`src/rtl/xmem_ext_arb_if.sv`:
```
// Bundle between the external-port arbiter, its requesters and the Versat data memory.
// The master modport is the arbiter side; the slave modport is requesters plus memory.
interface xmem_ext_arb_if #(
    parameter int unsigned N_REQ  = 2,
    parameter int unsigned DATA_W = 32,
    parameter int unsigned ADDR_W = 10
);
    logic [N_REQ-1:0]        req;
    logic [N_REQ-1:0]        req_we;
    logic [N_REQ*ADDR_W-1:0] req_addr;
    logic [N_REQ*DATA_W-1:0] req_wdata;
    logic [N_REQ-1:0]        gnt;
    logic [N_REQ-1:0]        rvalid;
    logic [DATA_W-1:0]       rdata;
    logic                    mem_valid;
    logic                    mem_we;
    logic [ADDR_W-1:0]       mem_addr;
    logic [DATA_W-1:0]       mem_wdata;
    logic [DATA_W-1:0]       mem_rdata;

    modport master (
        input  req, req_we, req_addr, req_wdata, mem_rdata,
        output gnt, rvalid, rdata, mem_valid, mem_we, mem_addr, mem_wdata
    );

    modport slave (
        output req, req_we, req_addr, req_wdata, mem_rdata,
        input  gnt, rvalid, rdata, mem_valid, mem_we, mem_addr, mem_wdata
    );
endinterface

```
`src/rtl/xmem_ext_arb.sv`:
```
// Round-robin arbiter for the Versat data-memory external port; read data is
// steered back to its issuer through a fixed-latency tag pipeline.
module xmem_ext_arb #(
    parameter int unsigned N_REQ  = 2,
    parameter int unsigned DATA_W = 32,
    parameter int unsigned ADDR_W = 10,
    parameter int unsigned RD_LAT = 3
) (
    input  logic           clk,
    input  logic           rst,
    input  logic           eng_busy,
    xmem_ext_arb_if.master bus
);
    localparam int unsigned IDX_W = (N_REQ > 1) ? $clog2(N_REQ) : 1;

    logic [IDX_W-1:0]  ptr_q, ptr_d;
    logic [IDX_W-1:0]  iss_idx_q, iss_idx_d;
    logic              mem_valid_q, mem_valid_d;
    logic              mem_we_q, mem_we_d;
    logic [ADDR_W-1:0] mem_addr_q, mem_addr_d;
    logic [DATA_W-1:0] mem_wdata_q, mem_wdata_d;
    logic [N_REQ-1:0]  rvalid_q, rvalid_d;
    logic [DATA_W-1:0] rdata_q, rdata_d;
    logic [RD_LAT-1:0] pv_q;
    logic [IDX_W-1:0]  pidx_q [RD_LAT];

    logic [N_REQ-1:0]  gnt_c;
    logic              gnt_any;
    logic [IDX_W-1:0]  gnt_idx;
    logic [IDX_W-1:0]  cand_idx;
    logic              rd_push;
    logic [ADDR_W-1:0] addr_a  [N_REQ];
    logic [DATA_W-1:0] wdata_a [N_REQ];

    // Unpack the flat per-requester buses
    always_comb begin
        for (int unsigned i = 0; i < N_REQ; i++) begin
            addr_a[i]  = bus.req_addr[i*ADDR_W +: ADDR_W];
            wdata_a[i] = bus.req_wdata[i*DATA_W +: DATA_W];
        end
    end

    // Round-robin search from ptr+1, gated by reset and engine activity
    always_comb begin
        gnt_c    = '0;
        gnt_any  = 1'b0;
        gnt_idx  = '0;
        cand_idx = '0;
        if (rst && !eng_busy) begin
            for (int unsigned k = 1; k <= N_REQ; k++) begin
                cand_idx = IDX_W'((32'(ptr_q) + k) % N_REQ);
                if (!gnt_any && bus.req[cand_idx]) begin
                    gnt_any  = 1'b1;
                    gnt_idx  = cand_idx;
                end
            end
        end
        if (gnt_any) begin
            gnt_c[gnt_idx] = 1'b1;
        end
    end

    always_comb begin
        ptr_d       = ptr_q;
        iss_idx_d   = iss_idx_q;
        mem_valid_d = 1'b0;
        mem_we_d    = 1'b0;
        mem_addr_d  = mem_addr_q;
        mem_wdata_d = mem_wdata_q;
        rvalid_d    = '0;
        rdata_d     = rdata_q;
        if (gnt_any) begin
            ptr_d       = gnt_idx;
            iss_idx_d   = gnt_idx;
            mem_valid_d = 1'b1;
            mem_we_d    = bus.req_we[gnt_idx];
            mem_addr_d  = addr_a[gnt_idx];
            mem_wdata_d = wdata_a[gnt_idx];
        end
        // Pipeline head lines up with the word currently on mem_rdata
        if (pv_q[RD_LAT-1]) begin
            rvalid_d = N_REQ'(1) << pidx_q[RD_LAT-1];
            rdata_d  = bus.mem_rdata;
        end
    end

    assign rd_push = mem_valid_q & ~mem_we_q;

    always_ff @(posedge clk or negedge rst) begin
        if (!rst) begin
            ptr_q       <= IDX_W'(N_REQ - 1);
            iss_idx_q   <= '0;
            mem_valid_q <= 1'b0;
            mem_we_q    <= 1'b0;
            mem_addr_q  <= '0;
            mem_wdata_q <= '0;
            rvalid_q    <= '0;
            rdata_q     <= '0;
            pv_q        <= '0;
            for (int unsigned s = 0; s < RD_LAT; s++) begin
                pidx_q[s] <= '0;
            end
        end else begin
            ptr_q       <= ptr_d;
            iss_idx_q   <= iss_idx_d;
            mem_valid_q <= mem_valid_d;
            mem_we_q    <= mem_we_d;
            mem_addr_q  <= mem_addr_d;
            mem_wdata_q <= mem_wdata_d;
            rvalid_q    <= rvalid_d;
            rdata_q     <= rdata_d;
            pv_q[0]     <= rd_push;
            pidx_q[0]   <= iss_idx_q;
            for (int unsigned s = 1; s < RD_LAT; s++) begin
                pv_q[s]   <= pv_q[s-1];
                pidx_q[s] <= pidx_q[s-1];
            end
        end
    end

    assign bus.gnt       = gnt_c;
    assign bus.rvalid    = rvalid_q;
    assign bus.rdata     = rdata_q;
    assign bus.mem_valid = mem_valid_q;
    assign bus.mem_we    = mem_we_q;
    assign bus.mem_addr  = mem_addr_q;
    assign bus.mem_wdata = mem_wdata_q;
endmodule

```
`src/flat_wrapper.sv`:
```
// flat-port wrapper written by rule: the top's interface ports become plain ports
module xmem_ext_arb_flat 
#(
    parameter int unsigned N_REQ  = 2,
    parameter int unsigned DATA_W = 32,
    parameter int unsigned ADDR_W = 10,
    parameter int unsigned RD_LAT = 3
)
  (clk, rst, eng_busy, bus_req, bus_req_we, bus_req_addr, bus_req_wdata, bus_mem_rdata, bus_gnt, bus_rvalid, bus_rdata, bus_mem_valid, bus_mem_we, bus_mem_addr, bus_mem_wdata);
  xmem_ext_arb_if #(.N_REQ(N_REQ), .DATA_W(DATA_W), .ADDR_W(ADDR_W)) bus_i ();
  input  logic clk;
  input  logic rst;
  input  logic eng_busy;
  input wire logic [$bits(bus_i.req)-1:0] bus_req;
  input wire logic [$bits(bus_i.req_we)-1:0] bus_req_we;
  input wire logic [$bits(bus_i.req_addr)-1:0] bus_req_addr;
  input wire logic [$bits(bus_i.req_wdata)-1:0] bus_req_wdata;
  input wire logic [$bits(bus_i.mem_rdata)-1:0] bus_mem_rdata;
  output wire logic [$bits(bus_i.gnt)-1:0] bus_gnt;
  output wire logic [$bits(bus_i.rvalid)-1:0] bus_rvalid;
  output wire logic [$bits(bus_i.rdata)-1:0] bus_rdata;
  output wire logic [$bits(bus_i.mem_valid)-1:0] bus_mem_valid;
  output wire logic [$bits(bus_i.mem_we)-1:0] bus_mem_we;
  output wire logic [$bits(bus_i.mem_addr)-1:0] bus_mem_addr;
  output wire logic [$bits(bus_i.mem_wdata)-1:0] bus_mem_wdata;
  assign bus_i.req = bus_req;
  assign bus_i.req_we = bus_req_we;
  assign bus_i.req_addr = bus_req_addr;
  assign bus_i.req_wdata = bus_req_wdata;
  assign bus_i.mem_rdata = bus_mem_rdata;
  assign bus_gnt = bus_i.gnt;
  assign bus_rvalid = bus_i.rvalid;
  assign bus_rdata = bus_i.rdata;
  assign bus_mem_valid = bus_i.mem_valid;
  assign bus_mem_we = bus_i.mem_we;
  assign bus_mem_addr = bus_i.mem_addr;
  assign bus_mem_wdata = bus_i.mem_wdata;
  xmem_ext_arb #(.N_REQ(N_REQ), .DATA_W(DATA_W), .ADDR_W(ADDR_W), .RD_LAT(RD_LAT)) u_core (.clk(clk), .rst(rst), .eng_busy(eng_busy), .bus(bus_i));
endmodule
```
`config.mk`:
```
export PLATFORM = sky130hd
export DESIGN_NAME = xmem_ext_arb_flat
export DESIGN_NICKNAME = d
export VERILOG_FILES = /design/src/rtl/xmem_ext_arb_if.sv /design/src/rtl/xmem_ext_arb.sv /design/src/flat_wrapper.sv
export SDC_FILE = /design/constraint.sdc
export NUM_CORES = 1
export LEC_CHECK = 0
export ABC_AREA = 1
export CAP_MARGIN = 20
export CELL_PAD_IN_SITES_DETAIL_PLACEMENT = 0
export CELL_PAD_IN_SITES_GLOBAL_PLACEMENT = 1
export CORE_ASPECT_RATIO = 1.2
export CORE_UTILIZATION = 29
export CTS_BUF_LIST = sky130_fd_sc_hd__clkbuf_16
export DETAILED_ROUTE_END_ITERATION = 10
export GPL_TIMING_DRIVEN = 0
export MAX_ROUTING_LAYER = met4
export PLACE_DENSITY = 0.81
export SYNTH_ARGS = -nofsm -noshare
export SYNTH_HDL_FRONTEND = slang
export SYNTH_SLANG_ARGS = --single-unit
```
`constraint.sdc`:
```
create_clock -name clk -period 3.3 [get_ports clk]
set_input_delay 0.99 -clock clk [delete_from_list [all_inputs] [get_ports clk]]
set_output_delay 0.99 -clock clk [all_outputs]
set_load 0.03 [all_outputs]
```
==> run_results.csv, run 1 <==
group,metric,value,unit
final_layout,diodes,0,
route,first_iter_violations,212,
final_layout,drive_gt1_share,7.50,%
worst_setup_path,required,2.31,ns
final_layout,register_area,2150,um2
clocking,clockRootBuffer,"clkbuf_16",
synthesis,synth-edff-count,0,
synthesis,synth.top_cell.area_share,57.8,%
timing,clock_skew,0.00431,ns
synthesis,synth.most_common_cell,"nand2_1",
global_routing,grt-ovfl-total,0,
placed_design,dp.cells,771,
worst_setup_path,critPathKind,"primary input to output port",
die,row_count,44,
timing,slew_violations,0,
clocking,h-tree-depth,3,
clocking,cts_tree,"done",
global_routing,grt_first_pass_wirelength,18600,um
route,vias_per_cell,4.75,
synthesis,avgSynthCellArea,9.02,um2
die,die_area,13100,um2
global_routing,antenna_found_initial,0,
global_routing,grt_usage,18.4,%
global_routing,grt_pass1_vias,3702,
die,die_x,105,um
timing,rsz0062_at_grt,"no",
clocking,cts_buffer_depth,2,
clocking,numCtsBuffers,9,
run_status,status,"completed",
worst_setup_path,arrival,2.19,ns
placed_design,place_hpwl,8570,um
placed_design,dp_slack,-0.590,ns
timing,slew_headroom,68.8,%
synthesis,synth_common_cells,"nand2_1, dfrtp_1, nand3_1",
power_and_ir_drop,power_leakage,0.00281,uW
route,wl_met3,691,um
final_layout,fin_util,50.9,%
synthesis,synth.distinct_cells,16,
final_layout,multiInputGateArea,1320,um2
route,num_vias,3744,
synthesis,synthCells,408,
placed_design,portBuffers,201,
timing,worst_pin_slew,0.468,ns
synthesis,yosys-top-cells-area,"dfrtp_1, nand2_1, nand3_1",
synthesis,synth_ff_type,"dfrtp_1",
clocking,clk_pin_slew_worst_paths,0.06,ns
timing,fin_crit,3.18,ns
timing,finalCritPeriodShare,96.5,%
synthesis,yosysWarnings,0,
synthesis,syn-cell-area,3680,um2
route,drtPass1Iterations,4,
timing,worst_slack,0.117,ns
timing,setup-violations-final,0,
synthesis,synthArstFlopShare,100,%
global_routing,grt_max_degree,59,
final_layout,finalNonFillerCells,788,
final_layout,nets,745,
final_layout,fill_cells,1195,
timing,hold_viol,0,
route,wl_per_cell,14.9,um
synthesis,syn_nets,531,
final_layout,area_delta_synth_final,69.1,%
route,routed_wl,11700,um
job,maxCapViolations,0,
die,die_h,125,um
clocking,cts_sinks,86,
route,wl_met1,5170,um
power_and_ir_drop,powerDensity,559,nW/um2
synthesis,seq_area_frac_synth,58.5,%
die,start_util,30.1,%
synthesis,yosys_register_bits,86,
worst_setup_path,crit_path_end_kind,"output port",
timing,tns,0,ns
route,wl_met2,5700,um
hold_path,hold_class,"register to register",
worst_setup_path,start_kind,"primary input",
synthesis,yosysTopAreaCell,"dfrtp_1",
timing,timing.fmax,314,MHz
worst_setup_path,crit_path_max_fanout,4,
route,antenna_left,0,
die,fp.coreArea,12200,um2
clocking,worstSkewPairLatency,0.33,ns
route,dr.max_layer_used,"met4",
power_and_ir_drop,ir_drop,0.211,mV
placed_design,place_congestion,0.770,
die,ios,203,
timing,whs,0.349,ns
route,drcViolationCount,0,
[stage by stage]
| step | power, uW | instance area, um2 |
|---|---|---|
| final | 3480 | 6220 |
| after CTS | 3510 | 6220 |
| after global routing | 3640 | 6220 |
| after global placement | 2500 | 5890 |
| after detailed placement | 2520 | 5920 |
| after floorplan | 1920 | 3680 |
[cell type report]
type                            count  share of cell area (%)
Sequential cell                    86                    34.6
Clock buffer                        9                    3.62
Multi-Input combinational cell    283                    21.2
Tap cell                          161                    3.24
Clock inverter                      7                   0.885
Inverter                            7                   0.422
Buffer                             32                    3.06
Timing Repair Buffer              203                    32.9
[power breakdown]
| group | internal (uW) | switching [uW] | leakage, uW | total [uW] |
|---|---|---|---|---|
| Clock | 573 | 400 | 0.000139 | 973 |
| Combinational | 519 | 649 | 0.00161 | 1170 |
| Sequential | 1240 | 98.5 | 0.00106 | 1330 |
[layer usage]
layer | vias up | GRT usage [%]
met5 | - | -
met4 | 0 | 6.88
met3 | 19 | 2.87
met2 | 161 | 30.1
met1 | 1767 | 23.1
li1 | 1797 | -
[final timing paths]
check	startpoint	end	slack, ns	cells past startpoint
max	eng_busy	bus_gnt[1]	0.12	5
min	u_core.pv_q[0]	u_core.pv_q[1]	0.35	0
max reg2reg	u_core.ptr_q	u_core.bus.mem_wdata[6]	1.95	5
min reg2reg	u_core.pv_q[0]	u_core.pv_q[1]	0.35	0
max in group asynchronous	rst	u_core.ptr_q	2.13	2
min in group asynchronous	rst	u_core.bus.rdata[15]	0.54	1
[layout by cell type, fill, tap and decap left out, drive strengths merged]
cell	instances
clkdlybuf4s50	197
nand2	149
nand3	85
dfrtp	85
nand4	42
buf	25
clkbuf	20
inv	7
nor2	7
clkinv	6
bufinv	1
dlymetal6s2s	1
clkdlybuf4s15	1
dfstp	1
[cell families after synthesis]
| group | synth area share (%) |
|---|---|
| buffers and inverters | 5.88 |
| flip-flops | 58.5 |
| AND/OR/NAND/NOR | 35.6 |
[sequential cells by signal, indices dropped and copies added (netlist names)]
| register | flops |
|---|---|
| u_core.iss_idx_q | 1 |
| u_core.ptr_q | 1 |
| u_core.bus.mem_we | 1 |
| u_core.bus.rdata | 32 |
| u_core.bus.mem_wdata | 32 |
| u_core.pv_q | 3 |
| u_core.bus.mem_addr | 10 |
| u_core.bus.mem_valid | 1 |
| u_core.bus.rvalid | 2 |
| u_core.pidx_q | 3 |
[critical path, stage by stage]
cell	delay, ns
clkdlybuf4s50_1	0.47
inv_1	0.08
nand2_1	0.12
nor2_4	0.20
clkdlybuf4s15_2	0.33
[repair_timing]
action                     in CTS  in global routing
setup endpoints to repair       2                  2
hold buffers                    0                  0
hold endpoints to repair        0                  0
pin swaps                       1                  0
resized for setup              12                  2
setup buffers                   1                  0
Note: power is estimated with default switching activity, not from simulation.
==> run 2, diff against run 1 <==
SLEW_MARGIN = 15   (was default)
==> results of run 2 <==
Same layout as run 1: the final DEF is identical, and so are final timing and power.
